$ cat config.mk
export PLATFORM = sky130hd
export DESIGN_NAME = pc_gen
export DESIGN_NICKNAME = d
export VERILOG_FILES = /design/src/rtl/pc_gen_pkg.sv /design/src/rtl/pc_gen.sv
export SDC_FILE = /design/constraint.sdc
export NUM_CORES = 1
export LEC_CHECK = 0
export BUFFER_PORTS_ARGS = -buffer_cell sky130_fd_sc_hd__buf_4
export CORE_MARGIN = 3
export CORE_UTILIZATION = 53
export CTS_CLUSTER_SIZE = 8
export DETAILED_ROUTE_END_ITERATION = 8
export PLACE_DENSITY = 0.8
export REMOVE_ABC_BUFFERS = 1
export SETUP_SLACK_MARGIN = 0.05
export SLEW_MARGIN = 40
export SYNTH_ARGS = -nofsm -noshare
export SYNTH_HDL_FRONTEND = slang
export SYNTH_SLANG_ARGS = --single-unit
$ cat constraint.sdc
create_clock -name clk -period 2.8 [get_ports clk]
set_clock_uncertainty 0.2 [all_clocks]
set_input_delay 0 -clock clk [delete_from_list [all_inputs] [get_ports clk]]
set_output_delay 0 -clock clk [all_outputs]
set_load 0.02 [all_outputs]
$ cat src/rtl/pc_gen_pkg.sv
// pc_gen_pkg: shared constants for the fetch-stage PC generator.
//   RstEnable/ChipEnable/ChipDisable, stall/flush encodings,
//   default reset vector and the exception vector used by the flush source.
package pc_gen_pkg;
    localparam logic        RstEnable          = 1'b1;
    localparam logic        ChipEnable         = 1'b1;
    localparam logic        ChipDisable        = 1'b0;
    localparam logic        StallStop          = 1'b1;
    localparam logic        StallNone          = 1'b0;
    localparam logic        FlushOn            = 1'b1;
    localparam logic        FlushOff           = 1'b0;
    localparam logic [31:0] DefaultResetVector = 32'h0000_0000;
    localparam logic [31:0] ExceptVector       = 32'h0000_0180;
endpackage

$ cat src/rtl/pc_gen.sv
// pc_gen: parametrised fetch program counter with stall, buffered branch and flush.
//   in : clk, rst (sync, high), stall, branch_flag/branch_target, flush/flush_pc
//   out: pc (fetch address), ce (imem enable), pend_valid (branch buffered),
//        addr_err (pc not INST_BYTES-aligned)
module pc_gen
    import pc_gen_pkg::*;
#(
    parameter int                ADDR_W       = 32,
    parameter int                INST_BYTES   = 4,
    parameter logic [ADDR_W-1:0] RESET_VECTOR = ADDR_W'(DefaultResetVector)
) (
    input  logic              clk,
    input  logic              rst,
    input  logic              stall,
    input  logic              branch_flag,
    input  logic [ADDR_W-1:0] branch_target,
    input  logic              flush,
    input  logic [ADDR_W-1:0] flush_pc,
    output logic [ADDR_W-1:0] pc,
    output logic              ce,
    output logic              pend_valid,
    output logic              addr_err
);
    // Low bits that must be zero for an aligned fetch; all-zero when INST_BYTES=1.
    localparam logic [ADDR_W-1:0] AlignMask = ADDR_W'(INST_BYTES - 1);

    logic [ADDR_W-1:0] pc_q, pc_d, tgt_q, tgt_d;
    logic              ce_q, pend_q, pend_d, err_q, err_d;

    always_comb begin
        pc_d   = pc_q;
        tgt_d  = tgt_q;
        pend_d = pend_q;
        if (ce_q == ChipEnable) begin
            if (flush == FlushOn) begin
                pc_d   = flush_pc;
                pend_d = 1'b0;
            end else if (branch_flag && stall == StallNone) begin
                pc_d   = branch_target;
                pend_d = 1'b0;
            end else if (branch_flag) begin
                tgt_d  = branch_target;
                pend_d = 1'b1;
            end else if (stall == StallStop) begin
                pc_d = pc_q;
            end else if (pend_q) begin
                pc_d   = tgt_q;
                pend_d = 1'b0;
            end else begin
                pc_d = pc_q + ADDR_W'(INST_BYTES);
            end
        end
        err_d = (ce_q == ChipEnable) ? |(pc_d & AlignMask) : err_q;
    end

    always_ff @(posedge clk) begin
        if (rst == RstEnable) begin
            ce_q   <= ChipDisable;
            pc_q   <= RESET_VECTOR;
            tgt_q  <= '0;
            pend_q <= 1'b0;
            err_q  <= 1'b0;
        end else begin
            ce_q   <= ChipEnable;
            pc_q   <= pc_d;
            tgt_q  <= tgt_d;
            pend_q <= pend_d;
            err_q  <= err_d;
        end
    end

    assign pc         = pc_q;
    assign ce         = ce_q;
    assign pend_valid = pend_q;
    assign addr_err   = err_q;
endmodule
==> out/summary.txt <==
Root buffer cell: clkbuf_8
RSZ-0062 raised after global routing: no
Synth Area in XOR/XNOR: 1.573%
Rel. slew slack: 63.93%
Slack of the critical path: 0.2326 ns
Slew Limit Fails: 0
Run status: finished, final reports clean
Post-synth top cells: 107 x nand2_1, 67 x dfxtp_1, 50 x a21oi_1, 40 x o21ai_0, 39 x clkbuf_1
Die height: 91.76 um
M1 GR Usage: 47.09%
H-tree levels: 3
Cells after Synth: 535
Crit-path max FO: 15
Setup WS pre-CTS: 0.4698 ns
Mux contribution to synthesized area: 0.2568%
Adder-Cell Fraction of Synth Area: 0.3210%
Setup tns final: 0 ns
Critical path arrival: 2.66 ns
DP Wirelength: 9.226 mm
PortBufs: 103
Mean Syn Cell Area: 7.285 um2
Met3 usage: 6.973%
I/O pin cnt: 104
Mapped cell area: 3897 um2
Met2 Use GR: 64.39%
Main area contributors after synthesis: dfxtp_1 34%, nand2_1 10%, a21oi_1 6.4%
Worst path required time: 2.89 ns
Setup Crit Path Kind: flop to flop
Power Density: 418.5 nW/um2
Die Wd: 91.76 um
Core area: 6944 um2
Post-route minimum period: 2.567 ns
TritonCTS Buffers: 9
Vias: 5,283
DRT iter0 DRCs: 574
Synth area leader: dfxtp_1
Endpoints failing hold: 0
Most common cell in the netlist: nand2_1
Layout area overhead: 56.21%
Synth Register Bits: 67
Sequential share of the synthesized area: 34.41%
Reg clk slew, reported paths: 0.08 ns
Syn. warnings: 0
Synth Flop Type: dfxtp_1
Synth Area in Compound Gates: 30.05%
# hold bufs at CTS: 106
Setup violators final: 0
Fill count: 377
Grt total ovfl: 0
Slowest stage cell, crit path: dfxtp_1
Largest net degree at the start of global routing: 40
Initial antenna violation count: 0
Nets: 805
Post-CTS Setup Bufs: 0
Most used cell, CP: a211oi_1
Post-synth cell types: 65
Crit path cell chain: nor3b_2, buf_4, a211oi_1, o31a_1, a211oi_1, dlygate4sd3_1
Synth Area in Simple Gates: 28.38%
Post-route ant nets: 0
CP peak stage delay: 0.61 ns
FFs w/ async S/R, synth: 0%
CTS Sinks: 67
Clock Path Buffers: 2
GR Util All Layers: 38.40%
FMAX: 389.5 MHz
Peak VDD IR: 0.2817 mV
Final worst-path cycle share: 91.69%
Clk_lat worst skew: 0.35 ns
Crit. End Element: flop
1st-pass router iterations: 6
Post-synth EDFFs: 0
Synth top area share: 34.41%
Largest family of logic cells by synthesized area: compound AO/OA/AOI/OAI gates
DR WL/cell: 19.37 um
Area of the die: 8419 um2
Max Cap Violations: 0
CTS tree: built
Row count: 30
HP Class: primary input to flop
Ant. Diodes: 0
CP startpoint kind: flop
Worst Max-Slew Pin Slew: 0.5354 ns
Global route hottest layer: met2
Ratio of cells with drive above 1 in the final layout: 20.54%
Global-route wire length before repair: 26.08 mm
Drt total wl: 16.19 mm
Number of global-route vias before repair: 5,208
Gpl congestion: 0.9422
Buffers plus inverters on the worst setup path: 2
Cts repair resizes: 0
Total power: 2.548 mW
DR DRC count: 0
Routed vias/inst: 6.319
Leak: 2.472 nW
Initial Util: 56.13%
Top delay family on crit path: buffers and inverters
[metal layers]
| layer | share of wire, % | vias up |
|---|---|---|
| li1 | - | 2364 |
| met1 | 39 | 2490 |
| met2 | 48 | 362 |
| met3 | 9.3 | 67 |
| met4 | 4.2 | 0 |
| met5 | 0 | - |
[through the flow]
stage	utilization, %	hold WS [ns]	instance area [um2]	cells
final	87.68	0.03996	6088	836
after global routing	87.68	0.09530	6088	836
after CTS	87.68	0.001397	6088	836
after detailed placement	69.12	0.06435	4800	714
after global placement	69.12	0.05704	4800	714
after floorplan	-	-0.1309	3747	495
[cell usage in the layout (no fill, tap or decap), types with 3 or more instances in the layout]
master         instances
buf_4                123
nand2_1              107
dlygate4sd3_1        106
dfxtp_1               67
a21oi_1               49
o21ai_0               40
nor2_1                35
nand3_1               18
nor3_1                16
inv_1                 11
a221oi_1              11
clkbuf_8              11
o22ai_1               10
a22oi_1               10
o31ai_1                9
or3_1                  7
xnor2_1                6
nand2b_1               6
a211oi_1               6
nand4_1                5
o41ai_1                5
nor4_1                 5
and3_1                 4
and4_1                 4
a22o_1                 4
a2bb2oi_1              4
nor2b_1                3
or2_2                  3
a221o_1                3
[final cells by class]
class                   count  area [um2]  area share (%)
multi-input cells         416        2370           38.92
repair buffers            229        1984           32.59
flip-flops and latches     67        1341           22.03
clock buffers              12       155.1           2.548
well taps                  96       120.1           1.973
clock inverters             4       72.57           1.192
inverters                  12       45.04          0.7398
[state kept, by name (all words and copies together), names as in the netlist]
| name | count |
|---|---|
| pc | 32 |
| tgt_q | 32 |
| addr_err | 1 |
| ce | 1 |
| pend_valid | 1 |
[worst min-delay path, delay by kind of cell]
kind,cells,cell delay [ns]
compound gates,2,0.27
buf+inv,1,0.21
simple gates,1,0.05
[kinds of logic after synthesis]
kind of cell | Yosys count
muxes | 1
and+or+nand+nor | 228
xor gates and xnor gates | 7
adders and majority gates | 1
AOI/OAI and AO/OA | 179
buffers and inverters | 52
DFF | 67
[worst paths after layout]
path	cells after the start	startpoint	slack, ns	end
worst max-delay path	6	pend_valid	0.23	pc[0]
worst min-delay path	4	flush	0.04	pc[11]
worst max register to register	6	pend_valid	0.23	pc[0]
worst min register to register	2	pc[31]	0.27	pc[31]
[report_power, final]
group	switching, mW	leakage, nW	internal, mW
combinational	0.276	1.81	0.276
sequential	0.0597	0.546	0.993
clock	0.394	0.113	0.550
total	0.729	2.47	1.82
(Power assumes the default switching activity.)
